## src/rtl/cpu_trace_buffer_pkg.sv

```systemverilog
// cpu_trace_buffer_pkg: capture-state encoding, mode codes and entry geometry for the trace buffer
package cpu_trace_buffer_pkg;
  typedef enum logic [1:0] {ST_IDLE, ST_ARMED, ST_POST, ST_DONE} trace_state_e;
  localparam logic [1:0] MODE_STOP = 2'd1;
  localparam logic [1:0] MODE_TRIG = 2'd2;
  localparam int FLAGS_W = 3;
  function automatic int entry_w(input int xlen);
    return FLAGS_W + 2 * xlen + 32;
  endfunction
endpackage

```

## src/rtl/cpu_trace_buffer_if.sv

```systemverilog
// cpu_trace_buffer_if: per-cycle pipeline snapshot bus from the core (master) to the trace buffer (slave)
// signals: cap_valid, cap_pc[XLEN], cap_inst[32], cap_alu[XLEN], cap_flags[3] = {stall, rs1_hazard, rs2_hazard}
interface cpu_trace_buffer_if #(parameter int XLEN = 32);
  import cpu_trace_buffer_pkg::*;
  logic cap_valid;
  logic [XLEN-1:0] cap_pc;
  logic [31:0] cap_inst;
  logic [XLEN-1:0] cap_alu;
  logic [FLAGS_W-1:0] cap_flags;
  modport master (output cap_valid, cap_pc, cap_inst, cap_alu, cap_flags);
  modport slave (input cap_valid, cap_pc, cap_inst, cap_alu, cap_flags);
endinterface

```

## src/rtl/cpu_trace_buffer_ram.sv

```systemverilog
// cpu_trace_buffer_ram: DEPTH x W simple dual-port RAM, one write port, registered read (read-before-write)
// ports: clk, we/waddr/wdata write side, raddr in, rdata out one cycle later
module cpu_trace_buffer_ram #(
  parameter int DEPTH = 16,
  parameter int W = 8
) (
  input  logic clk,
  input  logic we,
  input  logic [$clog2(DEPTH)-1:0] waddr,
  input  logic [W-1:0] wdata,
  input  logic [$clog2(DEPTH)-1:0] raddr,
  output logic [W-1:0] rdata
);
  logic [W-1:0] mem [DEPTH];
  always_ff @(posedge clk) begin
    if (we) mem[waddr] <= wdata;
    rdata <= mem[raddr];
  end
endmodule

```

## src/rtl/cpu_trace_buffer.sv

```systemverilog
// cpu_trace_buffer: circular capture of pipeline snapshots in wrap, stop-on-full or PC-trigger mode with timeout
// ports: clk, reset (sync, active high), arm, mode, trig_pc, cap (snapshot bus, slave),
//        rd_addr -> rd_data/rd_valid (oldest-relative, registered), count, busy, done, triggered, stall_count
// build option: TRACE_STALL_CNT_EN enables the saturating stall counter, otherwise stall_count is 0
module cpu_trace_buffer
  import cpu_trace_buffer_pkg::*;
#(
  parameter int XLEN = 32,
  parameter int DEPTH = 16,
  parameter int POST_TRIG = 8,
  parameter int TIMEOUT = 100
) (
  input  logic clk,
  input  logic reset,
  input  logic arm,
  input  logic [1:0] mode,
  input  logic [XLEN-1:0] trig_pc,
  cpu_trace_buffer_if.slave cap,
  input  logic [$clog2(DEPTH)-1:0] rd_addr,
  output logic [3+2*XLEN+32-1:0] rd_data,
  output logic rd_valid,
  output logic [$clog2(DEPTH):0] count,
  output logic busy,
  output logic done,
  output logic triggered,
  output logic [XLEN-1:0] stall_count
);
  localparam int AW = $clog2(DEPTH);
  localparam int EW = entry_w(XLEN);
  localparam int PW = $clog2(POST_TRIG + 1);
  localparam int CW = $clog2(TIMEOUT + 2);
  localparam logic [AW:0] FULL = DEPTH[AW:0];
  localparam logic [PW-1:0] POST_LAST = POST_TRIG[PW-1:0];
  localparam logic [CW-1:0] CYC_LAST = CW'(TIMEOUT - 1);
  trace_state_e state_q, state_d;
  logic [AW-1:0] wr_ptr_q, rd_phys;
  logic [AW:0] count_q, count_d;
  logic [PW-1:0] post_q, post_d;
  logic [CW-1:0] cyc_q;
  logic busy_q, done_q, triggered_q, rd_valid_q, wr_en, hit, timeout;
  logic [EW-1:0] ram_q;
  always_comb begin
    wr_en = !arm && busy_q && cap.cap_valid;
    hit = wr_en && state_q == ST_ARMED && mode == MODE_TRIG && cap.cap_pc == trig_pc;
    timeout = TIMEOUT != 0 && cyc_q == CYC_LAST;
    count_d = wr_en && count_q != FULL ? count_q + 1'b1 : count_q;
    post_d = hit ? PW'(1) : post_q + PW'(wr_en && state_q == ST_POST);
    // the trigger entry is post entry 1, so POST_TRIG == 1 finishes on the trigger itself
    state_d = arm ? ST_ARMED
            : !busy_q ? state_q
            : timeout ? ST_DONE
            : state_q == ST_ARMED && mode == MODE_STOP && count_d == FULL ? ST_DONE
            : (hit || state_q == ST_POST) && post_d == POST_LAST ? ST_DONE
            : hit ? ST_POST
            : state_q;
    // count == DEPTH wraps to 0 in the low bits, which is exactly the oldest slot
    rd_phys = wr_ptr_q - count_q[AW-1:0] + rd_addr;
  end
  always_ff @(posedge clk) begin
    if (reset) begin
      state_q <= ST_IDLE;
      busy_q <= 1'b0;
      done_q <= 1'b0;
      wr_ptr_q <= '0;
      count_q <= '0;
      post_q <= '0;
      cyc_q <= '0;
      triggered_q <= 1'b0;
      rd_valid_q <= 1'b0;
    end else begin
      state_q <= state_d;
      busy_q <= state_d == ST_ARMED || state_d == ST_POST;
      done_q <= state_d == ST_DONE;
      wr_ptr_q <= arm ? '0 : wr_ptr_q + AW'(wr_en);
      count_q <= arm ? '0 : count_d;
      post_q <= arm ? '0 : post_d;
      cyc_q <= arm ? '0 : cyc_q + CW'(busy_q);
      triggered_q <= !arm && (triggered_q || hit);
      rd_valid_q <= {1'b0, rd_addr} < count_q;
    end
  end
  cpu_trace_buffer_ram #(.DEPTH(DEPTH), .W(EW)) u_ram (
    .clk(clk),
    .we(wr_en),
    .waddr(wr_ptr_q),
    .wdata({cap.cap_flags, cap.cap_pc, cap.cap_inst, cap.cap_alu}),
    .raddr(rd_phys),
    .rdata(ram_q)
  );
  assign rd_data = rd_valid_q ? ram_q : '0;
  assign rd_valid = rd_valid_q;
  assign count = count_q;
  assign busy = busy_q;
  assign done = done_q;
  assign triggered = triggered_q;
`ifdef TRACE_STALL_CNT_EN
  logic [XLEN-1:0] stall_q;
  always_ff @(posedge clk) begin
    if (reset || arm) stall_q <= '0;
    else if (busy_q && cap.cap_valid && cap.cap_flags[2] && stall_q != '1) stall_q <= stall_q + 1'b1;
  end
  assign stall_count = stall_q;
`else
  assign stall_count = '0;
`endif
endmodule

```

## src/flat_wrapper.sv

```systemverilog
// flat-port wrapper written by rule: the top's interface ports become plain ports
module cpu_trace_buffer_flat import cpu_trace_buffer_pkg::*;
#(
  parameter int XLEN = 32,
  parameter int DEPTH = 16,
  parameter int POST_TRIG = 8,
  parameter int TIMEOUT = 100
)
  (clk, reset, arm, mode, trig_pc, rd_addr, rd_data, rd_valid, count, busy, done, triggered, stall_count, cap_cap_valid, cap_cap_pc, cap_cap_inst, cap_cap_alu, cap_cap_flags);
  cpu_trace_buffer_if #(.XLEN(XLEN)) cap_i ();
  input  logic clk;
  input  logic reset;
  input  logic arm;
  input  logic [1:0] mode;
  input  logic [XLEN-1:0] trig_pc;
  input  logic [$clog2(DEPTH)-1:0] rd_addr;
  output logic [3+2*XLEN+32-1:0] rd_data;
  output logic rd_valid;
  output logic [$clog2(DEPTH):0] count;
  output logic busy;
  output logic done;
  output logic triggered;
  output logic [XLEN-1:0] stall_count;
  input wire logic [$bits(cap_i.cap_valid)-1:0] cap_cap_valid;
  input wire logic [$bits(cap_i.cap_pc)-1:0] cap_cap_pc;
  input wire logic [$bits(cap_i.cap_inst)-1:0] cap_cap_inst;
  input wire logic [$bits(cap_i.cap_alu)-1:0] cap_cap_alu;
  input wire logic [$bits(cap_i.cap_flags)-1:0] cap_cap_flags;
  assign cap_i.cap_valid = cap_cap_valid;
  assign cap_i.cap_pc = cap_cap_pc;
  assign cap_i.cap_inst = cap_cap_inst;
  assign cap_i.cap_alu = cap_cap_alu;
  assign cap_i.cap_flags = cap_cap_flags;
  cpu_trace_buffer #(.XLEN(XLEN), .DEPTH(DEPTH), .POST_TRIG(POST_TRIG), .TIMEOUT(TIMEOUT)) u_core (.clk(clk), .reset(reset), .arm(arm), .mode(mode), .trig_pc(trig_pc), .cap(cap_i), .rd_addr(rd_addr), .rd_data(rd_data), .rd_valid(rd_valid), .count(count), .busy(busy), .done(done), .triggered(triggered), .stall_count(stall_count));
endmodule
```

## config.mk

```make
export PLATFORM = sky130hd
export DESIGN_NAME = cpu_trace_buffer_flat
export DESIGN_NICKNAME = d
export VERILOG_FILES = /design/src/rtl/cpu_trace_buffer_pkg.sv /design/src/rtl/cpu_trace_buffer_if.sv /design/src/rtl/cpu_trace_buffer_ram.sv /design/src/rtl/cpu_trace_buffer.sv /design/src/flat_wrapper.sv
export SDC_FILE = /design/constraint.sdc
export NUM_CORES = 1
export LEC_CHECK = 0
export ABC_CLOCK_PERIOD_IN_PS = 9600
export BUFFER_PORTS_ARGS = -buffer_cell sky130_fd_sc_hd__buf_2
export CAP_MARGIN = 10
export CORE_ASPECT_RATIO = 0.5
export CORE_MARGIN = 2
export CORE_UTILIZATION = 25
export DETAILED_ROUTE_END_ITERATION = 10
export PLACE_DENSITY_LB_ADDON = 0.05
export SLEW_MARGIN = 25
export SYNTH_ARGS = -nofsm -noshare
export SYNTH_HDL_FRONTEND = slang
export SYNTH_SLANG_ARGS = --single-unit
export TNS_END_PERCENT = 30
```

## constraint.sdc

```tcl
create_clock -name clk -period 9.6 [get_ports clk]
set_input_delay 0.96 -clock clk [delete_from_list [all_inputs] [get_ports clk]]
set_output_delay 0.96 -clock clk [all_outputs]
set_load 0.01 [all_outputs]
```

==> impl_metrics.csv, run 1 <==
group,metric,value,unit
cts,root_buffer,"sky130_fd_sc_hd__clkbuf_16",
routing,drt_iter0_markers,2202,
synthesis,synthFlopType,"sky130_fd_sc_hd__edfxtp_1",
cts,cts-buffers-inserted,181,
worst_setup_path,path_cells,"buf_4, buf_4, and2_1, buf_2",
floorplan,io-pin-count,281,
cts,cts.repair.resized,0,
floorplan,fp-row-count,131,
placed_design,hpwl,96900,um
global_routing,global_route.overflow_total,0,
sta,fin_hold_ws,408,ps
final_layout,multiInputGateArea,0.0135,sq mm
worst_setup_path,crit_fanout,51,
floorplan,floorplan.die.width,721,um
sta,hold_violations,0,
power_and_ir_drop,power_leakage,23.8,nW
worst_setup_path,worst_ep_arrival_time,3700,ps
floorplan,fp.dieArea,0.261,sq mm
flow_run,cap_violations,0,
synthesis,postSynthAreaPerCell,24.1,sq um
synthesis,yosysUniqueCellTypes,51,
cts,cts_htree_levels,4,
final_layout,final_nets,3207,
cts,tritoncts_num_sinks,1709,
routing,detail_route.first_pass.iterations,5,
power_and_ir_drop,switchingPower,3.61,mW
sta,clock-skew-final,60.5,ps
cts,path_clk_slew,60,ps
synthesis,synth_seq_area_share,78.0,%
floorplan,floorplan.initialDensity,25.2,%
sta,unrepaired_setup_endpoints_after_global_routing,"false",
cts,ctsLongestPathBuffers,4,
power_and_ir_drop,power.switching_fraction,22.0,%
final_layout,area_growth,17.8,%
placed_design,port-buffer-count,248,
placed_design,gp_congestion,0.683,
worst_setup_path,worst_path_largest_cell_delay,960,ps
synthesis,synth_warnings,0,
power_and_ir_drop,power_frac_clock,42.5,%
routing,drt_drc_violations_left,0,
sta,setup_viols_final,0,
worst_setup_path,critPathMostFrequentCell,"sky130_fd_sc_hd__buf_4",
final_layout,fraction_of_final_layout_cells_sized_beyond_drive_strength_1,33.8,%
power_and_ir_drop,pwr_density_cell,217,mW/mm^2
worst_setup_path,worst_path_max_delay_cell,"sky130_fd_sc_hd__dfxtp_4",
worst_setup_path,cp-end-kind,"output pin",
power_and_ir_drop,intPower,12.8,mW
cts,cts_tree,"done",
routing,routed_wire_length_per_instance,28.8,um
placed_design,placedInstanceArea,0.0698,sq mm
placed_design,placement.setup.worst_slack,4430,ps
final_layout,regArea,0.0501,sq mm
worst_setup_path,r2r_setup_slack,5120,ps
final_layout,finalInstanceArea,0.0756,sq mm
hold_path,worstHoldPathType,"input port to flip-flop",
power_and_ir_drop,peakVddDrop,0.119,mV
global_routing,antenna_found_initial,46,
cts,cts-hold-fix-buffers,0,
sta,period_needed,4660,ps
synthesis,syn-cell-area,0.0642,sq mm
worst_setup_path,timing.critical_path.buf_inv,3,
worst_setup_path,data_required_time_at_the_worst_endpoint,8640,ps
sta,fin_ws,4940,ps
worst_setup_path,path_class,"flip-flop to output pin",
sta,post-route-period-util,48.5,%
global_routing,pin_count_of_the_biggest_net_entering_global_routing,120,
routing,route.antenna.remaining_nets,0,
synthesis,synth-edff-count,1584,
sta,maxSlewViolCount,0,
floorplan,placeableCoreArea,0.255,sq mm
power_and_ir_drop,seq_power_share,50.6,%
outcome,outcome,"finished, final reports clean",
sta,max_freq,0.215,GHz
routing,vias,29300,
global_routing,gr-usage-all-layers,14.4,%
worst_setup_path,critical-path-top-delay-family,"buffers and inverters",
floorplan,die_h,362,um
global_routing,first_global_vias,31900,
sta,least_margin_pin_slew,1050,ps
cts,cts_setup_buffers,0,
final_layout,num-fill-cells,24700,
sta,sum_of_negative_setup_slack,0,ps
routing,via_per_inst,4.45,
cts,clk_latency,840,ps
synthesis,asyncSetResetFlopFracSynth,0,%
power_and_ir_drop,share_comb_of_total_power,6.9,%
synthesis,syn_inst,2669,
synthesis,number_of_register_bits_inferred_by_synthesis,1709,
global_routing,grt_first_pass_wirelength,262000,um
sta,slew_headroom,28.8,%
worst_setup_path,timing.critical_path.from_type,"flip-flop",
routing,drt-total-wl,189000,um
==> final timing paths <==
check | from | endpoint | depth (start not counted)
worst max-delay path | u_core.rd_valid$_SDFF_PP0_ | rd_data[3] | 4
worst min-delay path | reset | u_core.busy$_SDFF_PP0_ | 2
worst max register to register | u_core.count[0]$_SDFF_PP0_ | u_core.u_ram.rdata[81]$_DFF_P_ | 9
worst min register to register | u_core.triggered$_SDFF_PP0_ | u_core.triggered$_SDFF_PP0_ | 1
==> worst register-to-register path, stage by stage (launching register included) <==
cell and delay (ps):
sky130_fd_sc_hd__dfxtp_1 520, sky130_fd_sc_hd__ha_1 290, sky130_fd_sc_hd__inv_1 80, sky130_fd_sc_hd__ha_4 130, sky130_fd_sc_hd__inv_1 50, sky130_fd_sc_hd__fa_4 1260
sky130_fd_sc_hd__buf_12 580, sky130_fd_sc_hd__buf_4 550, sky130_fd_sc_hd__mux4_2 420, sky130_fd_sc_hd__mux4_2 480
==> state kept, by name, summed over array words and instances (netlist names) <==
signal and flops:
u_core.busy 1, u_core.count 5, u_core.cyc_q 7, u_core.done 1
u_core.post_q 4, u_core.rd_valid 1, u_core.state_q 2, u_core.triggered 1
u_core.u_ram.mem 1584, u_core.u_ram.rdata 99, u_core.wr_ptr_q 4
==> cell usage after synthesis (2+ instances only) <==
library cell	instances	area share [%]
sky130_fd_sc_hd__mux4_1	9	0.37
sky130_fd_sc_hd__nand2_1	7	0.041
sky130_fd_sc_hd__xor2_1	37	0.50
sky130_fd_sc_hd__nor3_1	11	0.086
sky130_fd_sc_hd__a211oi_1	2	0.023
sky130_fd_sc_hd__nor4bb_1	2	0.031
sky130_fd_sc_hd__nor2_1	28	0.16
sky130_fd_sc_hd__nor4_1	14	0.14
sky130_fd_sc_hd__fa_1	3	0.094
sky130_fd_sc_hd__nand2b_1	2	0.019
sky130_fd_sc_hd__xnor2_1	9	0.12
sky130_fd_sc_hd__ha_1	16	0.31
sky130_fd_sc_hd__and2_1	104	1.0
sky130_fd_sc_hd__or3_1	2	0.019
sky130_fd_sc_hd__mux4_2	486	17
sky130_fd_sc_hd__o21ai_0	2	0.016
sky130_fd_sc_hd__buf_2	40	0.31
sky130_fd_sc_hd__buf_12	2	0.062
sky130_fd_sc_hd__dfxtp_1	125	3.9
sky130_fd_sc_hd__a21o_1	3	0.035
sky130_fd_sc_hd__nand3_1	12	0.094
sky130_fd_sc_hd__and3_1	4	0.039
sky130_fd_sc_hd__o21a_1	2	0.023
sky130_fd_sc_hd__nor4b_1	3	0.041
sky130_fd_sc_hd__inv_1	16	0.094
sky130_fd_sc_hd__nand4_1	3	0.029
sky130_fd_sc_hd__clkbuf_1	73	0.43
sky130_fd_sc_hd__a21oi_1	6	0.047
sky130_fd_sc_hd__nor2b_1	2	0.019
sky130_fd_sc_hd__buf_6	8	0.14
sky130_fd_sc_hd__buf_4	33	0.39
sky130_fd_sc_hd__edfxtp_1	1584	74
==> power by group through the flow <==
stage                     clock, mW  combinational [mW]  sequential [mW]
after floorplan                   0               0.743             8.43
after detailed placement          0                1.18             8.48
after global placement            0                1.18             8.48
final                          6.97                1.13             8.31
after global routing           7.52                1.23             8.32
after CTS                      7.25                1.19             8.32
==> final cells by class <==
class | instances | area share [%]
sequential | 1709 | 66.2
multi-input combinational | 819 | 17.8
clock buffer | 262 | 6.86
tap | 3391 | 5.61
timing repair buffer | 320 | 2.63
clock inverter | 60 | 0.745
inverter | 16 | 0.0794
antenna | 4 | 0.0132
==> per-stage QoR <==
step / power [mW] / util, % / std cells
finish: 16.4 / 29.6 / 6581
global route: 17.1 / 29.6 / 6577
CTS: 16.8 / 29.6 / 6577
detailed placement: 9.66 / 27.4 / 6255
global placement: 9.66 / 27.4 / 6255
floorplan: 9.18 / - / 2700
==> logic make-up (layout without fill, tap and decap cells) <==
group / count (synthesis) / in the layout / share of synthesized area, %
other: 1 / 36 / 0.00584
buffers and inverters: 172 / 658 / 1.42
AOI/OAI and AO/OA: 24 / 24 / 0.261
DFF: 1709 / 1709 / 78.0
xor gates and xnor gates: 48 / 48 / 0.696
muxes: 496 / 496 / 17.4
adders and majority gates: 19 / 19 / 0.405
and+or+nand+nor: 200 / 200 / 1.81
==> cells in the final DEF (no fill, tap or decap), types with 3 or more instances in the layout <==
master                       count
sky130_fd_sc_hd__nor2_4         12
sky130_fd_sc_hd__mux4_1          9
sky130_fd_sc_hd__a21o_1          3
sky130_fd_sc_hd__clkinv_1       28
sky130_fd_sc_hd__nor4b_1         3
sky130_fd_sc_hd__nor3_1          7
sky130_fd_sc_hd__a21oi_1         6
sky130_fd_sc_hd__xnor2_1         8
sky130_fd_sc_hd__clkinv_2       16
sky130_fd_sc_hd__dfxtp_1       124
sky130_fd_sc_hd__clkbuf_8       25
sky130_fd_sc_hd__mux4_2        486
sky130_fd_sc_hd__buf_4          54
sky130_fd_sc_hd__buf_12         16
sky130_fd_sc_hd__xor2_1         37
sky130_fd_sc_hd__nor4_1         14
sky130_fd_sc_hd__edfxtp_1     1584
sky130_fd_sc_hd__nand4_1         3
sky130_fd_sc_hd__clkbuf_16     186
sky130_fd_sc_hd__diode_2         4
sky130_fd_sc_hd__nor2_1         16
sky130_fd_sc_hd__bufinv_16      11
sky130_fd_sc_hd__buf_2         248
sky130_fd_sc_hd__nand2_1         7
sky130_fd_sc_hd__and2_1        104
sky130_fd_sc_hd__ha_1           15
sky130_fd_sc_hd__and3_1          4
sky130_fd_sc_hd__clkbuf_1       51
sky130_fd_sc_hd__inv_1          16
sky130_fd_sc_hd__clkinvlp_4      3
sky130_fd_sc_hd__nand3_1        12
sky130_fd_sc_hd__conb_1         32
sky130_fd_sc_hd__nor3_2          4
==> routing by layer <==
metal	global-route usage [%]	wire, um	up-vias
li1	-	-	12000
met1	20.7	89500	16400
met2	23.2	88900	648
met3	2.14	7090	281
met4	2.91	3770	6
met5	0	38	-
Note: power is estimated with default switching activity, not from simulation.
==> inputs of run 2 (changes only) <==
--- a/config.mk
+++ b/config.mk
@@ -5,7 +5,8 @@
 export SDC_FILE = /design/constraint.sdc
 export NUM_CORES = 1
 export LEC_CHECK = 0
-export ABC_CLOCK_PERIOD_IN_PS = 9600
+export ABC_AREA = 1
+export ABC_CLOCK_PERIOD_IN_PS = 4250
 export BUFFER_PORTS_ARGS = -buffer_cell sky130_fd_sc_hd__buf_2
 export CAP_MARGIN = 10
 export CORE_ASPECT_RATIO = 0.5
==> constraint.sdc (replaced) <==
create_clock -name clk -period 4.25 [get_ports clk]
set_input_delay 0.425 -clock clk [delete_from_list [all_inputs] [get_ports clk]]
set_output_delay 0.425 -clock clk [all_outputs]
set_load 0.01 [all_outputs]
==> run 2 against run 1 <==
  * First-iteration DRC count increased by 36%
  * Clock skew decreased by 15 ps
  * Combinational power increased to 3.3 times the previous value
  * Sequential power increased by 130%
  * Count of clock-buffer cells in the layout increased by 7
  * Global-route usage increased by 0.99 points
  * Critical path type is now flip-flop to flip-flop
  * Synthesized area increased by 3.4%
  * Power increased by 130%
  * Final cell count increased by 34%
  * Flip-flop and latch count unchanged
==> impl_metrics.csv, run 2 <==
group,metric,value,unit
synthesis,synth-edff-count,1584,
sta,clock-skew-final,45.1,ps
worst_setup_path,endpoint_of_the_worst_register_to_register_path,"u_core.u_ram.rdata[41]$_DFF_P_",
flow_run,cap_violations,0,
final_layout,num-fill-cells,26300,
hold_path,hold-path-endpoint,"u_core.u_ram.mem[11][82]$_DFFE_PP_",
worst_setup_path,path_class,"flip-flop to flip-flop",
sta,period_needed,3450,ps
worst_setup_path,worst_ep_arrival_time,4220,ps
synthesis,number_of_register_bits_inferred_by_synthesis,1709,
synthesis,synth_commonest_cells,"sky130_fd_sc_hd__edfxtp_1 (1584), sky130_fd_sc_hd__nor2_1 (657), sky130_fd_sc_hd__nand2_1 (647)",
power_and_ir_drop,seq_power_share,49.9,%
power_and_ir_drop,power_leakage,27.4,nW
power_and_ir_drop,switchingPower,9.48,mW
synthesis,synthFlopType,"sky130_fd_sc_hd__edfxtp_1",
power_and_ir_drop,share_comb_of_total_power,9.8,%
final_layout,max_flop_register,"u_core.u_ram.mem",
final_layout,final_nets,5354,
cts,cts_htree_levels,4,
floorplan,floorplan.die.width,733,um
floorplan,die_h,368,um
worst_setup_path,timing.critical_path.from_type,"flip-flop",
cts,ctsLongestPathBuffers,4,
placed_design,placement.setup.worst_slack,661,ps
cts,clk_latency,840,ps
global_routing,gr-usage-all-layers,15.4,%
global_routing,antenna_found_initial,10,
synthesis,synth_seq_area_share,75.4,%
cts,cts-buffers-inserted,181,
floorplan,placeableCoreArea,0.263,sq mm
synthesis,synthDominantAreaCellType,"sky130_fd_sc_hd__edfxtp_1",
global_routing,global_route.overflow_total,0,
worst_setup_path,crit_fanout,27,
synthesis,yosys.cell_count.top_type,"sky130_fd_sc_hd__edfxtp_1",
power_and_ir_drop,pwr_density_cell,478,mW/mm^2
placed_design,port-buffer-count,248,
floorplan,fp-row-count,133,
routing,routed_wire_length_per_instance,24.0,um
sta,sum_of_negative_setup_slack,0,ps
global_routing,grt_first_pass_wirelength,304000,um
sta,maxSlewViolCount,0,
cts,cts_setup_buffers,0,
floorplan,fp.dieArea,0.270,sq mm
placed_design,gp_congestion,0.703,
final_layout,layout_top_registers,"u_core.u_ram.mem: 1584 flops, u_core.u_ram.rdata: 99 flops, u_core.cyc_q: 7 flops",
worst_setup_path,timing.rr.start,"u_core.wr_ptr_q[0]$_SDFF_PP0_",
final_layout,largest_reg_flops,1584,
worst_setup_path,cp-end-kind,"flip-flop",
power_and_ir_drop,intPower,28.6,mW
final_layout,fraction_of_final_layout_cells_sized_beyond_drive_strength_1,12.9,%
sta,slew_headroom,36.3,%
sta,fin_ws,800,ps
power_and_ir_drop,peakVddDrop,0.243,mV
cts,tritoncts_num_sinks,1709,
routing,route.antenna.remaining_nets,0,
power_and_ir_drop,power_frac_clock,40.3,%
synthesis,asyncSetResetFlopFracSynth,0,%
routing,vias,40400,
power_and_ir_drop,power.switching_fraction,24.9,%
final_layout,area_growth,20.0,%
sta,least_margin_pin_slew,953,ps
cts,path_clk_slew,60,ps
routing,drt-total-wl,212000,um
routing,via_per_inst,4.57,
placed_design,place_inst,8424,
routing,drt_iter0_markers,2994,
final_layout,most-common-layout-cells,"sky130_fd_sc_hd__edfxtp_1 (1584), sky130_fd_sc_hd__nand2_1 (647), sky130_fd_sc_hd__nor2_1 (641)",
sta,hold_violations,0,
synthesis,syn-cell-area,0.0664,sq mm
cts,cts_tree,"done",
floorplan,floorplan.initialDensity,25.2,%
sta,post-route-period-util,81.2,%
hold_path,holdPathStages,1,
synthesis,syn_inst,4811,
final_layout,mostFrequentLayoutCell,"sky130_fd_sc_hd__edfxtp_1",
global_routing,pin_count_of_the_biggest_net_entering_global_routing,116,
worst_setup_path,data_required_time_at_the_worst_endpoint,5020,ps
cts,root_buffer,"sky130_fd_sc_hd__clkbuf_16",
final_layout,post-route-util,30.2,%
hold_path,hp-start,"cap_cap_pc[18]",
synthesis,synth_warnings,0,
sta,setup_viols_final,0,
global_routing,first_global_vias,41400,
hold_path,worstHoldPathType,"input port to flip-flop",
final_layout,final_cells,8841,
worst_setup_path,r2r_setup_slack,800,ps
synthesis,postSynthAreaPerCell,13.8,sq um
sta,unrepaired_setup_endpoints_after_global_routing,"false",
outcome,outcome,"finished, final reports clean",
sta,max_freq,0.290,GHz
synthesis,yosysUniqueCellTypes,31,
placed_design,hpwl,114000,um
routing,drt_drc_violations_left,0,
routing,detail_route.first_pass.iterations,5,
worst_setup_path,reg2reg_depth,13,
floorplan,io-pin-count,281,
synthesis,synth_top_area_share,71.6,%
synthesis,ys_top_cells_by_area,"sky130_fd_sc_hd__edfxtp_1 (72%), sky130_fd_sc_hd__dfxtp_1 (3.8%), sky130_fd_sc_hd__nor2_1 (3.7%), sky130_fd_sc_hd__nand2_1 (3.7%), sky130_fd_sc_hd__o21ai_0 (3.0%)",
[run 2: cell count changes in the layout (fill, tap and decap cells not counted), sizes merged, moves of 24 or more]
| cell | change |
|---|---|
| inv | +137 |
| mux2i | +198 |
| o21ai | +400 |
| a21oi | +199 |
| nand2 | +640 |
| o311ai | +198 |
| o221ai | +198 |
| dlygate4sd3 | +97 |
| nor2 | +629 |
| and2 | -104 |
| mux4 | -495 |
| xor2 | -24 |
| buf | +102 |
[run 2: how the worst max path moves through the flow]
stage               slack [ps]                          start                          endpoint
finish                     800  u_core.wr_ptr_q[0]$_SDFF_PP0_    u_core.u_ram.rdata[41]$_DFF_P_
global route               510  u_core.wr_ptr_q[0]$_SDFF_PP0_    u_core.u_ram.rdata[31]$_DFF_P_
CTS                        750     u_core.count[0]$_SDFF_PP0_    u_core.u_ram.rdata[41]$_DFF_P_
detailed placement         660                     rd_addr[1]    u_core.u_ram.rdata[42]$_DFF_P_
global placement           670                     rd_addr[1]    u_core.u_ram.rdata[39]$_DFF_P_
floorplan                -1460         u_core.busy$_SDFF_PP0_  u_core.u_ram.mem[0][0]$_DFFE_PP_
[run 2: critical path, stage by stage (launching register included)]
cell,delay (ps)
sky130_fd_sc_hd__dfxtp_1,370
sky130_fd_sc_hd__inv_1,90
sky130_fd_sc_hd__ha_1,270
sky130_fd_sc_hd__inv_1,90
sky130_fd_sc_hd__ha_4,120
sky130_fd_sc_hd__inv_1,60
sky130_fd_sc_hd__fa_4,1080
sky130_fd_sc_hd__buf_12,250
sky130_fd_sc_hd__buf_12,200
sky130_fd_sc_hd__buf_4,250
sky130_fd_sc_hd__o21ai_0,120
sky130_fd_sc_hd__o221ai_1,190
sky130_fd_sc_hd__o311ai_0,160
sky130_fd_sc_hd__nand2_1,110
[run 2: layout make-up]
cell class / instances / area (sq um) / area share, %
Clock inverter: 49 / 345 / 0.433
Clock buffer: 269 / 5160 / 6.48
Sequential cell: 1709 / 50100 / 62.8
Multi-Input combinational cell: 2630 / 14500 / 18.2
Inverter: 153 / 589 / 0.740
Tap cell: 3510 / 4390 / 5.51
Antenna cell: 2 / 5.00 / 0.00628
Timing Repair Buffer: 519 / 4630 / 5.81
[run 2: metal layers]
metal,up-vias,global-route usage [%],routed length [um]
li1,18600,-,-
met1,20900,22.1,103000
met2,698,24.8,98000
met3,280,2.06,7110
met4,4,3.27,4060
met5,-,0,23
[run 2: power by group through the flow]
stage | sequential [mW] | clock [mW] | combinational [mW]
after detailed placement | 19.4 | 0 | 3.73
after global placement | 19.4 | 0 | 3.73
final | 19.0 | 15.3 | 3.71
after global routing | 19.0 | 16.5 | 4.15
after floorplan | 19.2 | 0 | 2.07
after CTS | 19.0 | 15.9 | 3.82
[run 2: cells by family after synthesis]
logic type	count (synthesis)	synth area share (%)
adders and majority gates	19	0.392
and+or+nand+nor	1337	7.63
other	1	0.00565
buffers and inverters	503	3.21
DFF	1709	75.4
AOI/OAI and AO/OA	1007	9.85
xor gates and xnor gates	37	0.511
muxes	198	2.99
[run 2: metrics by stage]
stage / hold WS [ps] / cell area (sq um) / power, mW
3_3_place_gp: 438 / 73200 / 23.1
3_5_place_dp: 441 / 73200 / 23.1
6_report: 70.3 / 79700 / 38.0
4_1_cts: 0.530 / 79700 / 38.8
5_1_grt: 32.7 / 79700 / 39.7
2_1_floorplan: 444 / 66500 / 21.2
[run 2: what timing repair did]
| item | CTS | global route |
|---|---|---|
| hold buffers | 97 | 0 |
| endpoints found under the hold margin | 1467 | 0 |
| resized for setup | 0 | 0 |
==> inputs of run 3 (changes only) <==
--- a/config.mk
+++ b/config.mk
@@ -6,7 +6,7 @@
 export NUM_CORES = 1
 export LEC_CHECK = 0
 export ABC_AREA = 1
-export ABC_CLOCK_PERIOD_IN_PS = 4250
+export ABC_CLOCK_PERIOD_IN_PS = 3400
 export BUFFER_PORTS_ARGS = -buffer_cell sky130_fd_sc_hd__buf_2
 export CAP_MARGIN = 10
 export CORE_ASPECT_RATIO = 0.5
==> constraint.sdc (replaced) <==
create_clock -name clk -period 3.4 [get_ports clk]
set_input_delay 0.34 -clock clk [delete_from_list [all_inputs] [get_ports clk]]
set_output_delay 0.34 -clock clk [all_outputs]
set_load 0.01 [all_outputs]
==> run 3 against run 2 <==
  * Hold slack better by 140 ps
  * Non-clock buffer count up 81
  * Die area unchanged
  * Clock power up 27%
  * Design area up 1.5%
  * Largest cell class unchanged
  * Global-route usage up 0.067 points
  * Critical path type unchanged
==> impl_metrics.csv, run 3 (synthesized netlist as in run 2, its figures left out) <==
group,metric,value,unit
routing,vias,40900,
routing,drt_drc_violations_left,0,
power_and_ir_drop,share_comb_of_total_power,10.5,%
final_layout,finalInstanceArea,0.0808,sq mm
power_and_ir_drop,seq_power_share,49.1,%
floorplan,floorplan.die.width,733,um
global_routing,first_global_vias,41900,
cts,tritoncts_num_sinks,1709,
routing,detail_route.first_pass.iterations,5,
worst_setup_path,cp-end-kind,"flip-flop",
final_layout,max_flop_register,"u_core.u_ram.mem",
final_layout,most-common-layout-cells,"sky130_fd_sc_hd__edfxtp_1 (1584), sky130_fd_sc_hd__nand2_1 (647), sky130_fd_sc_hd__nor2_1 (641)",
placed_design,placedInstanceArea,0.0739,sq mm
cts,clk_latency,840,ps
sta,post-route-period-util,96.1,%
sta,slew_headroom,39.8,%
placed_design,gp_congestion,0.716,
floorplan,placeableCoreArea,0.263,sq mm
worst_setup_path,crit_fanout,19,
final_layout,final_nets,5436,
hold_path,worstHoldPathType,"input port to flip-flop",
sta,period_needed,3270,ps
final_layout,fraction_of_final_layout_cells_sized_beyond_drive_strength_1,14.5,%
worst_setup_path,data_required_time_at_the_worst_endpoint,4060,ps
final_layout,mostFrequentLayoutCell,"sky130_fd_sc_hd__edfxtp_1",
power_and_ir_drop,power.switching_fraction,24.7,%
floorplan,die_h,368,um
flow_run,cap_violations,0,
worst_setup_path,worst_path_largest_cell_delay,890,ps
global_routing,antenna_found_initial,8,
cts,path_clk_slew,60,ps
placed_design,hpwl,115000,um
worst_setup_path,path_class,"flip-flop to flip-flop",
routing,drt-total-wl,215000,um
power_and_ir_drop,power_frac_clock,40.4,%
floorplan,io-pin-count,281,
cts,cts-buffers-inserted,182,
global_routing,gr-usage-all-layers,15.4,%
routing,route.antenna.remaining_nets,0,
worst_setup_path,path_cells,"fa_2, fa_4, buf_12, buf_16, buf_16, a21oi_1, o311ai_1, nand2_1",
worst_setup_path,worst_path_max_delay_cell,"sky130_fd_sc_hd__fa_4",
power_and_ir_drop,intPower,36.3,mW
sta,max_freq,0.306,GHz
power_and_ir_drop,power_leakage,28.1,nW
final_layout,largest_reg_flops,1584,
sta,fin_hold_ws,207,ps
worst_setup_path,critPathMostFrequentCell,"sky130_fd_sc_hd__buf_16",
power_and_ir_drop,peakVddDrop,0.340,mV
final_layout,layout_top_registers,"u_core.u_ram.mem: 1584 flops, u_core.u_ram.rdata: 99 flops, u_core.cyc_q: 7 flops",
final_layout,area_growth,21.7,%
floorplan,fp-row-count,133,
outcome,outcome,"finished, final reports clean",
routing,routed_wire_length_per_instance,24.1,um
sta,setup_viols_final,0,
cts,cts_tree,"done",
worst_setup_path,worst_ep_arrival_time,3930,ps
routing,via_per_inst,4.58,
global_routing,pin_count_of_the_biggest_net_entering_global_routing,85,
global_routing,global_route.overflow_total,0,
power_and_ir_drop,pwr_density_cell,597,mW/mm^2
global_routing,grt_first_pass_wirelength,305000,um
sta,hold_violations,0,
sta,maxSlewViolCount,0,
floorplan,floorplan.initialDensity,25.2,%
placed_design,port-buffer-count,248,
sta,sum_of_negative_setup_slack,0,ps
cts,root_buffer,"sky130_fd_sc_hd__clkbuf_16",
sta,least_margin_pin_slew,901,ps
cts,ctsLongestPathBuffers,4,
power_and_ir_drop,switchingPower,11.9,mW
floorplan,fp.dieArea,0.270,sq mm
cts,cts_htree_levels,4,
sta,unrepaired_setup_endpoints_after_global_routing,"true",
worst_setup_path,timing.critical_path.from_type,"flip-flop",
sta,clock-skew-final,35.2,ps
routing,drt_iter0_markers,2781,
## run 3: timing repair
action,4_1_cts,5_1_grt
hold buffers,102,0
resized for setup,0,20
buffers inserted,0,5
hold endpoints to repair,1594,0
setup endpoints to repair,0,45
## run 3: path summary, 6_finish.rpt
path | start | end | slack (ps) | depth (start not counted)
setup / recovery | u_core.count[1]$_SDFF_PP0_ | u_core.u_ram.rdata[67]$_DFF_P_ | 130 | 8
hold / removal | cap_cap_valid | u_core.count[1]$_SDFF_PP0_ | 210 | 6
hold reg to reg | u_core.triggered$_SDFF_PP0_ | u_core.triggered$_SDFF_PP0_ | 460 | 2
setup reg to reg | u_core.count[1]$_SDFF_PP0_ | u_core.u_ram.rdata[67]$_DFF_P_ | 130 | 8
## run 3: power by group through the flow
stage	sequential (mW)	combinational, mW	clock (mW)
3_3_place_gp	24.2	4.97	0
4_1_cts	23.7	5.12	20.3
5_1_grt	23.7	5.63	21.0
6_report	23.7	5.07	19.5
2_1_floorplan	24.0	2.58	0
3_5_place_dp	24.2	4.99	0
## run 3: per-layer routing
metal,global-route usage (%),part of all wire (%),up-vias
met4,3.44,2.1,2
met5,0,0.0042,-
met2,25.1,46,695
met3,1.97,3.1,284
li1,-,-,18800
met1,22.0,48,21200
## run 3: final cells by class
class / count / area, sq um
inverter: 153 / 587
sequential: 1709 / 50100
antenna: 2 / 5.00
fill: 26300 / 183000
clock buffer: 268 / 5220
clock inverter: 58 / 450
multi-input combinational: 2630 / 14500
timing repair buffer: 600 / 5620
tap: 3510 / 4390
## run 3: worst max-delay path: cells and delay by family, from the launching register on
kind / cells / cell delay [ps]
AOI/OAI and AO/OA: 2 / 380
adders and majority gates: 2 / 1400
buffers and inverters: 3 / 610
DFF: 1 / 410
and+or+nand+nor: 1 / 220
## run 3: per-stage QoR
step / setup slack (ps) / utilization, % / cells / power [mW]
floorplan: -711 / - / 4842 / 26.5
global placement: 34.6 / 28.0 / 8490 / 29.2
detailed placement: 56.5 / 28.0 / 8490 / 29.2
CTS: 21.1 / 30.6 / 8918 / 49.1
global route: -17.2 / 30.7 / 8928 / 50.4
finish: 134 / 30.7 / 8930 / 48.3
